**src/rtl/ser_loader.sv**
```systemverilog
// Polls a byte-oriented serial receiver, assembles SYNC/ADDR/DHI/DLO/CHK frames and
// presents each checksum-valid frame as a register-write command with a valid/ready handshake.
module ser_loader #(
  parameter logic [7:0]  SYNC    = 8'hA5,
  parameter logic [15:0] TIMEOUT = 16'd50000
) (
  input  logic        clk,
  input  logic        reset,
  output logic        ser_en,
  output logic        ser_wr,
  output logic        ser_addr,
  input  logic [7:0]  ser_rdata,
  output logic        cmd_valid,
  input  logic        cmd_ready,
  output logic [7:0]  cmd_addr,
  output logic [15:0] cmd_data,
  output logic        busy,
  output logic [7:0]  err_cnt
);

  typedef enum logic [1:0] {StPoll, StRead, StIssue} state_e;

  state_e      state_q;
  logic [2:0]  idx_q;
  logic [15:0] tmo_q;
  logic [7:0]  addr_q;
  logic [7:0]  dhi_q;
  logic [7:0]  dlo_q;
  logic [7:0]  err_q;
  logic        ser_en_q;
  logic        ser_addr_q;
  logic        cmd_valid_q;
  logic [7:0]  cmd_addr_q;
  logic [15:0] cmd_data_q;

  function automatic logic [7:0] sat_inc(input logic [7:0] v);
    return (v == 8'hFF) ? v : v + 8'd1;
  endfunction

  always_ff @(posedge clk) begin
    if (reset) begin
      state_q     <= StPoll;
      idx_q       <= 3'd0;
      tmo_q       <= 16'd0;
      addr_q      <= 8'd0;
      dhi_q       <= 8'd0;
      dlo_q       <= 8'd0;
      err_q       <= 8'd0;
      ser_en_q    <= 1'b1;
      ser_addr_q  <= 1'b0;
      cmd_valid_q <= 1'b0;
      cmd_addr_q  <= 8'd0;
      cmd_data_q  <= 16'd0;
    end else begin
      unique case (state_q)
        StPoll: begin
          // Idle time only counts once a frame has started.
          if (idx_q != 3'd0) begin
            if (tmo_q == TIMEOUT - 16'd1) begin
              idx_q <= 3'd0;
              tmo_q <= 16'd0;
              err_q <= sat_inc(err_q);
            end else begin
              tmo_q <= tmo_q + 16'd1;
            end
          end
          if (ser_rdata[0]) begin
            state_q    <= StRead;
            ser_addr_q <= 1'b1;
          end
        end

        StRead: begin
          tmo_q      <= 16'd0;
          ser_addr_q <= 1'b0;
          state_q    <= StPoll;
          case (idx_q)
            3'd0: begin
              if (ser_rdata == SYNC) begin
                idx_q <= 3'd1;
              end
            end
            3'd1: begin
              addr_q <= ser_rdata;
              idx_q  <= 3'd2;
            end
            3'd2: begin
              dhi_q <= ser_rdata;
              idx_q <= 3'd3;
            end
            3'd3: begin
              dlo_q <= ser_rdata;
              idx_q <= 3'd4;
            end
            3'd4: begin
              if (ser_rdata == (addr_q ^ dhi_q ^ dlo_q)) begin
                cmd_addr_q  <= addr_q;
                cmd_data_q  <= {dhi_q, dlo_q};
                cmd_valid_q <= 1'b1;
                ser_en_q    <= 1'b0;
                state_q     <= StIssue;
              end else begin
                err_q <= sat_inc(err_q);
                idx_q <= 3'd0;
              end
            end
            default: idx_q <= 3'd0;
          endcase
        end

        StIssue: begin
          // Receiver is left untouched here so pending bytes wait in its buffer.
          if (cmd_ready) begin
            cmd_valid_q <= 1'b0;
            ser_en_q    <= 1'b1;
            idx_q       <= 3'd0;
            state_q     <= StPoll;
          end
        end

        default: begin
          state_q    <= StPoll;
          ser_en_q   <= 1'b1;
          ser_addr_q <= 1'b0;
        end
      endcase
    end
  end

  assign ser_en    = ser_en_q;
  assign ser_wr    = 1'b0;
  assign ser_addr  = ser_addr_q;
  assign cmd_valid = cmd_valid_q;
  assign cmd_addr  = cmd_addr_q;
  assign cmd_data  = cmd_data_q;
  assign err_cnt   = err_q;
  assign busy      = (idx_q != 3'd0) || (state_q == StIssue);

endmodule

```
**config.mk**
```make
export PLATFORM = sky130hd
export DESIGN_NAME = ser_loader
export DESIGN_NICKNAME = d
export VERILOG_FILES = /design/src/rtl/ser_loader.sv
export SDC_FILE = /design/constraint.sdc
export NUM_CORES = 1
export LEC_CHECK = 0
export CAP_MARGIN = 25
export CORE_ASPECT_RATIO = 0.9
export CORE_MARGIN = 5
export CORE_UTILIZATION = 40
export CTS_CLUSTER_SIZE = 30
export DETAILED_ROUTE_END_ITERATION = 7
export GPL_TIMING_DRIVEN = 1
export PLACE_DENSITY = 0.62
export SLEW_MARGIN = 20
export SYNTH_ARGS = -nofsm -noshare
export SYNTH_HDL_FRONTEND = slang
export SYNTH_SLANG_ARGS = --single-unit
```
**constraint.sdc**
```tcl
create_clock -name clk -period 2.35 [get_ports clk]
set_input_delay 0.235 -clock clk [delete_from_list [all_inputs] [get_ports clk]]
set_output_delay 0.235 -clock clk [all_outputs]
set_load 0.02 [all_outputs]
```
==> impl_metrics.toml, run 1 <==
[global_routing]
grt_use_total = 0.154
antenna_found_initial = 0
grt_max_degree = 49
gr-total-overflow = 0
grt_pass1_wl_um = 13200
first_global_vias = 2736

[setup_path]
path_max_fanout = 24
worst_r2r_path_depth = 7
worstSetupEndpointType = "flip-flop"
worst_ep_required_time_ns = 2.59
worstPathArrival_ns = 2.41
critPathKind = "reg -> reg"
crit_path_start_kind = "flip-flop"

[layout]
diodes = 0
syn2layout_area_growth_pct = 25.3
fin_util = 0.511
postLayoutCellArea_mm2 = 0.00436
nNetsFinal = 452
fin_cells = 563
drive_above_1_share = 0.0923

[synthesis]
synth.distinct_cells = 43
yosys.area_share.simple = 0.201
ys_ff_latch = 80
syn_area_mm2 = 0.00348
synth_warnings = 0
synth_nets = 393
synth-adder-area-share = 0.00719
muxShareOfSynthArea = 0.118
synth_compound_area_frac = 0.0921
synth_edf_count = 0
yosys-top-cells-count = "80 x dfxtp_1, 62 x nor2_1, 41 x mux2i_1"
async_flop_share = 0
syn_area_per_cell_um2 = 9.16
synth_top_family_by_area = "simple AND/OR/NAND/NOR gates"
synth-xor-area-share = 0.0856
synth-seq-area-share = 0.460
synth.most_common_cell = "dfxtp_1"
post-synth-top-area-cell = "dfxtp_1"
synth_flop_cell = "dfxtp_1"
synthCells = 380
synth_area_leaders = "dfxtp_1 46%, mux2i_1 12%, nor2_1 6.7%"
synth_top_area_share = 0.460

[sta]
rsz0062_at_grt = "no"
slew_headroom = 0.652
worst_slew_pin_slew_ns = 0.522
finalMaxSlewViolations = 0
post-route-min-period_ns = 2.17
hold_viol = 0
skew_ns = 0.00771
max_freq_mhz = 461
setup_violations = 0
setup_ws_ns = 0.180
period_share = 0.924

[cts]
h-tree-depth = 3
cts_sinks = 80
cts_tree = "built"
cts_root_buffer = "clkbuf_8"
clk_latency_ns = 0.35
cts_hold_buf = 0
clockBufferDepth = 2
cts_buffers = 9
cts_resized = 0
cts.clk_slew.worst_paths_ns = 0.08
postCtsSetupBuffers = 0

[power_and_ir_drop]
power.density_mw_per_mm2 = 559
finalPower_mw = 2.44
vdd_drop_max_uv = 268
power_leakage_nw = 1.80

[placed_design]
hpwlAfterDp_um = 5670
io_buffers = 46
globalplace.congestion = 0.785
dp_cells = 547
dpl_cell_area_mm2 = 0.00417
dp_slack_ns = -0.135

[floorplanning]
num_io_pins = 48
dieArea_mm2 = 0.0107
rows = 32
die_x_um = 108
start_util = 0.408
coreArea_mm2 = 0.00853
die_h_um = 98.5

[hold_path]
min_path_type = "in -> reg"
hold_depth = 2

[route]
ant_nets = 0
drc = 0
dr.pass1.iters = 5
drt-initial-drc-count = 118
vias = 2816
totalWireLength_um = 7920
avgRoutedWirePerCell_um = 14.1
vias_per_cell = 5.00

[job]
max-cap-violations = 0

[outcome]
status = "finished clean"
area by class of cell:
| type | count | area (um^2) |
|---|---|---|
| fill | 806 | 4170 |
| multi-input combinational | 275 | 1760 |
| sequential | 80 | 1600 |
| timing repair buffer | 67 | 638 |
| tap | 119 | 149 |
| clock buffer | 10 | 128 |
| clock inverter | 6 | 60.1 |
| inverter | 6 | 22.5 |
worst max-delay path, cell delays in order, from the launching register on:
cell and delay (ns):
dfxtp_1 0.42, xor2_1 0.20, xnor2_1 0.16, nand4_1 0.19, or4_1 0.63, buf_12 0.23
mux2i_1 0.18, nor2_1 0.06
power by group:
| group | switching [mW] | leakage (nW) | internal, mW |
|---|---|---|---|
| combinational | 0.0623 | 1.06 | 0.0480 |
| clock | 0.482 | 0.0920 | 0.485 |
| sequential | 0.00314 | 0.645 | 1.36 |
| total | 0.548 | 1.80 | 1.89 |
metrics by stage:
step	hold WS [ns]	setup TNS, ns
2_1_floorplan	0.379	0
6_report	0.305	0
3_3_place_gp	0.451	-1.73
5_1_grt	0.321	0
3_5_place_dp	0.458	-2.60
4_1_cts	0.302	0
per-layer routing:
layer  vias to the layer above  part of all wire  track usage
li1                       1438                 -            -
met1                      1316              0.49        0.211
met2                        50              0.46        0.237
met3                        12             0.037       0.0360
met4                         0             0.016       0.0583
met5                         -                 0            0
path summary, 6_finish.rpt:
path / slack (ns) / start / to
hold reg to reg: 0.47 / cmd_valid / cmd_valid
hold / removal: 0.31 / reset / cmd_data[5]
setup / recovery: 0.18 / addr_q[1] / cmd_data[13]
setup reg to reg: 0.18 / addr_q[1] / cmd_data[13]
kinds of logic (layout without fill, tap and decap cells):
| family | count (synthesis) | count (layout) |
|---|---|---|
| adders and majority gates | 2 | 2 |
| buffers and inverters | 25 | 89 |
| and+or+nand+nor | 143 | 143 |
| xor gates and xnor gates | 34 | 34 |
| muxes | 41 | 41 |
| DFF | 80 | 80 |
| other | 1 | 1 |
| AOI/OAI and AO/OA | 54 | 54 |
layout by cell type, fill, tap and decap left out, types with 9 or more instances in the layout:
| cell | Yosys | layout |
|---|---|---|
| a21oi_1 | 26 | 26 |
| buf_4 | 1 | 19 |
| clkbuf_8 | 0 | 9 |
| clkdlybuf4s50_1 | 0 | 45 |
| dfxtp_1 | 80 | 80 |
| mux2i_1 | 41 | 41 |
| nand2_1 | 26 | 26 |
| nand3_1 | 12 | 12 |
| nor2_1 | 62 | 62 |
| o21ai_0 | 13 | 13 |
| xnor2_1 | 15 | 15 |
| xor2_1 | 19 | 19 |
flip-flops by register name (all words and copies together) (netlist names), 2 cells and up:
name / cells
cmd_data: 16
tmo_q: 16
addr_q: 8
cmd_addr: 8
dhi_q: 8
dlo_q: 8
err_cnt: 8
idx_q: 3
state_q: 2
(Power assumes the default switching activity.)
==> inputs of run 2 (changes only) <==
--- a/config.mk
+++ b/config.mk
@@ -9,6 +9,7 @@
 export CORE_ASPECT_RATIO = 0.9
 export CORE_MARGIN = 5
 export CORE_UTILIZATION = 40
+export CTS_BUF_LIST = sky130_fd_sc_hd__clkbuf_8
 export CTS_CLUSTER_SIZE = 30
 export DETAILED_ROUTE_END_ITERATION = 7
 export GPL_TIMING_DRIVEN = 1
==> constraint.sdc (replaced) <==
create_clock -name clk -period 2.35 [get_ports clk]
set_input_delay 0.235 -clock clk [delete_from_list [all_inputs] [get_ports clk]]
set_output_delay 0.235 -clock clk [all_outputs]
set_load 0.005 [all_outputs]
==> run 2 against run 1 <==
Clock power shrank 0.5%. Critical path type unchanged. Register-to-register slack is essentially flat. Setup slack is essentially flat. Maximum frequency is essentially flat. Largest cell class unchanged. Critical endpoint unchanged. Sequential power is essentially flat. Die area is the same. Global-route usage is the same. Power shrank 0.33%.
==> impl_metrics.toml, run 2 (synthesis gave the netlist of run 1 again) <==
[outcome]
status = "finished clean"

[sta]
max_freq_mhz = 461
finalMaxSlewViolations = 0
hold_viol = 0
worst_slew_pin_slew_ns = 0.514
slew_headroom = 0.657
setup_violations = 0
post-route-min-period_ns = 2.17
rsz0062_at_grt = "no"
skew_ns = 0.00770
period_share = 0.923

[power_and_ir_drop]
finalPower_mw = 2.43
vdd_drop_max_uv = 268
power_leakage_nw = 1.80
power.density_mw_per_mm2 = 557

[route]
totalWireLength_um = 7920
drt-initial-drc-count = 113
avgRoutedWirePerCell_um = 14.1
vias_per_cell = 5.00
ant_nets = 0
drc = 0
dr.pass1.iters = 4
vias = 2813

[floorplanning]
rows = 32
die_x_um = 108
die_h_um = 98.5
coreArea_mm2 = 0.00853
start_util = 0.408
dieArea_mm2 = 0.0107
num_io_pins = 48

[cts]
cts_tree = "built"
clockBufferDepth = 2
cts_sinks = 80
h-tree-depth = 3
cts_buffers = 9
cts_resized = 0
cts_root_buffer = "clkbuf_8"
cts.clk_slew.worst_paths_ns = 0.08
postCtsSetupBuffers = 0
cts_hold_buf = 0
clk_latency_ns = 0.35

[setup_path]
crit_path_start_kind = "flip-flop"
path_max_fanout = 24
path_delay_family = "simple AND/OR/NAND/NOR gates"
critPathKind = "reg -> reg"
crit_chain = "xor2_1 > xnor2_1 > nand4_1 > or4_1 > buf_12 > mux2i_1 > nor2_1"
worst_path_max_delay_cell = "or4_1"
critical_path_buf_inv_count = 1
worstPathArrival_ns = 2.41
slowest_delay_ns = 0.63
worst_ep_required_time_ns = 2.59
worstSetupEndpointType = "flip-flop"

[layout]
final_common_cell = "dfxtp_1"
fin_util = 0.511
postLayoutCellArea_mm2 = 0.00436
multi_input_area_mm2 = 0.00176
drive_above_1_share = 0.0923
final_cell_mix = "80 x dfxtp_1, 62 x nor2_1, 45 x clkdlybuf4s50_1"
regArea_mm2 = 0.00160
diodes = 0
nNetsFinal = 452
fillers = 806
syn2layout_area_growth_pct = 25.3

[global_routing]
gr-total-overflow = 0
grt_max_degree = 49
antenna_found_initial = 0
grtUsageMet1 = 0.211
gr-max-usage-layer = "met2"
use_met3 = 0.0360
first_global_vias = 2736
grt_pass1_wl_um = 13200
globalRouteMet2Util = 0.237
grt_use_total = 0.154

[placed_design]
dpl_cell_area_mm2 = 0.00417
io_buffers = 46
globalplace.congestion = 0.785
hpwlAfterDp_um = 5670

[job]
max-cap-violations = 0

[hold_path]
min_path_type = "in -> reg"
-- run 2: cell types whose count changed in the layout (fill, tap and decap cells not counted), sizes merged --
cell	delta
clkbuf	-1
inv	+1
-- run 2: final timing paths --
path | start | to | slack [ns] | cells after the start
hold / removal | reset | cmd_data[5] | 0.31 | 2
setup / recovery | addr_q[1] | cmd_data[13] | 0.18 | 7
setup reg to reg | addr_q[1] | cmd_data[13] | 0.18 | 7
hold reg to reg | cmd_valid | cmd_valid | 0.47 | 2
-- run 2: where the power goes --
part           leakage [nW]  internal [mW]  switching [mW]
Sequential            0.645           1.36         0.00310
Clock                0.0962          0.481           0.481
Combinational          1.06         0.0480          0.0597
Total                  1.80           1.89           0.544
-- run 2: routing by layer --
layer | up-vias | part of all wire
li1 | 1439 | -
met1 | 1311 | 0.49
met2 | 51 | 0.45
met3 | 12 | 0.038
met4 | 0 | 0.016
met5 | - | 0
-- run 2: final cells by class --
| cell class | instances | area share |
|---|---|---|
| clock buffers | 9 | 0.0284 |
| multi-input cells | 275 | 0.404 |
| flip-flops and latches | 80 | 0.367 |
| well taps | 119 | 0.0341 |
| clock inverters | 7 | 0.0146 |
| repair buffers | 67 | 0.146 |
| inverters | 6 | 0.00516 |
-- run 2: stage by stage --
step                std cells  TNS [ns]  setup slack, ns  hold WS (ns)
global route              563         0           0.0104         0.321
CTS                       563         0            0.196         0.302
finish                    563         0            0.180         0.307
global placement          547     -1.73           -0.100         0.451
floorplan                 380         0            0.406         0.379
detailed placement        547     -2.60           -0.135         0.458
==> inputs of run 3 (changes only) <==
--- a/config.mk
+++ b/config.mk
@@ -12,8 +12,9 @@
 export CTS_BUF_LIST = sky130_fd_sc_hd__clkbuf_8
 export CTS_CLUSTER_SIZE = 30
 export DETAILED_ROUTE_END_ITERATION = 7
+export DONT_BUFFER_PORTS = 1
 export GPL_TIMING_DRIVEN = 1
-export PLACE_DENSITY = 0.62
+export PLACE_DENSITY = 0.55
 export SLEW_MARGIN = 20
 export SYNTH_ARGS = -nofsm -noshare
 export SYNTH_HDL_FRONTEND = slang
==> run 3 against run 2 <==
Power rose by 4.5%. Count of clock-buffer cells in the layout unchanged. Global-route usage up 0.19 points. Setup slack worse by 0.0072 ns.
==> impl_metrics.toml, run 3 (synthesis gave the netlist of run 1 again) <==
[setup_path]
r2r-end = "err_cnt[3]"
critPathKind = "reg -> reg"
path_delay_family = "compound AO/OA/AOI/OAI gates"
path_max_fanout = 8
worst_path_max_delay_cell = "dfxtp_1"
worst_ep_required_time_ns = 2.63
crit_path_start_kind = "flip-flop"
worstSetupEndpointType = "flip-flop"
cp_num_cells = 7
reg2reg_from = "tmo_q[0]"
crit_chain = "ha_1 > nor4bb_4 > a41o_1 > o2111a_1 > o31ai_2 > or3_1 > a21oi_1"
endpoint = "err_cnt[3]"
critPathLaunch = "tmo_q[0]"
critical_path_buf_inv_count = 0
slowest_delay_ns = 0.40
worst_r2r_path_depth = 7
worstPathArrival_ns = 2.46
reg2reg_setup_slack_ns = 0.17

[power_and_ir_drop]
vdd_drop_max_uv = 392
power.density_mw_per_mm2 = 656
power_leakage_nw = 1.59
finalPower_mw = 2.54

[layout]
syn2layout_area_growth_pct = 11.2
final_common_cell = "dfxtp_1"
nNetsFinal = 395
drive_above_1_share = 0.0827
diodes = 0
final_cell_mix = "80 x dfxtp_1, 62 x nor2_1, 41 x mux2i_1"

[cts]
clk_latency_ns = 0.35
cts_tree = "built"
h-tree-depth = 3
cts_buffers = 9
cts_root_buffer = "clkbuf_8"
cts_sinks = 80
cts.clk_slew.worst_paths_ns = 0.08
clockBufferDepth = 2

[sta]
worst_slew_pin_slew_ns = 0.522
period_share = 0.927
finalMaxSlewViolations = 0
setup_tns_ns = 0
hold_viol = 0
post-route-min-period_ns = 2.18
rsz0062_at_grt = "no"
setup_violations = 0
max_freq_mhz = 459
skew_ns = 0.00802
slew_headroom = 0.650

[floorplanning]
dieArea_mm2 = 0.0107
die_x_um = 108
start_util = 0.408
num_io_pins = 48
rows = 32
die_h_um = 98.5
coreArea_mm2 = 0.00853

[global_routing]
first_global_vias = 2497
gr-max-usage-layer = "met2"
grt_max_degree = 69
grtUsageMet1 = 0.218
grt_pass1_wl_um = 13000
use_met3 = 0.0570
globalRouteMet2Util = 0.220
grt_use_total = 0.156
antenna_found_initial = 0
gr-total-overflow = 0

[route]
vias = 2585
dr.pass1.iters = 4
drc = 0
ant_nets = 0
vias_per_cell = 5.11
avgRoutedWirePerCell_um = 15.6
totalWireLength_um = 7870
drt-initial-drc-count = 136

[placed_design]
hpwlAfterDp_um = 5350
globalplace.congestion = 0.791
io_buffers = 0

[job]
max-cap-violations = 0

[outcome]
status = "finished clean"

[hold_path]
min_path_type = "in -> reg"
## run 3: worst min path at each step
stage	start	end	slack, ns	cells past startpoint
floorplan	ser_rdata[0]	dlo_q[0]	0.38	2
global placement	reset	idx_q[2]	0.31	1
detailed placement	reset	idx_q[2]	0.31	1
CTS	ser_rdata[7]	dlo_q[7]	0.006	2
global route	ser_rdata[3]	dlo_q[3]	0.01	2
finish	ser_rdata[2]	dlo_q[2]	0.03	2
## run 3: layout make-up
class | count | area [um^2]
Clock buffer | 9 | 124
Clock inverter | 7 | 96.3
Fill cell | 851 | 4660
Inverter | 6 | 22.5
Multi-Input combinational cell | 275 | 1780
Sequential cell | 80 | 1600
Tap cell | 119 | 149
Timing Repair Buffer | 10 | 95.1
## run 3: where the power goes
part	switching (mW)	internal [mW]	total, mW
Combinational	0.0419	0.0246	0.0665
Sequential	0.00391	1.36	1.36
Clock	0.515	0.597	1.11
## run 3: layer usage
metal | part of all wire | up-vias
met5 | 0 | -
met4 | 0.015 | 0
met3 | 0.069 | 7
met2 | 0.42 | 48
met1 | 0.49 | 1209
li1 | - | 1321
## run 3: through the flow
step	hold slack (ns)	setup WS [ns]	cell area, um^2	util	std cells
final	0.0295	0.173	3870	0.454	506
after global placement	0.311	0.126	3590	0.422	488
after global routing	0.0122	0.00713	3870	0.454	506
after detailed placement	0.314	0.0815	3590	0.422	488
after floorplan	0.379	0.406	3480	-	380
after CTS	0.00552	0.0455	3840	0.451	505
## run 3: repair_timing
action	in CTS	in global routing
hold buffers	1	0
setup buffers	0	1
endpoints found under the hold margin	68	0
resized for setup	0	3
endpoints found under the setup margin	0	8
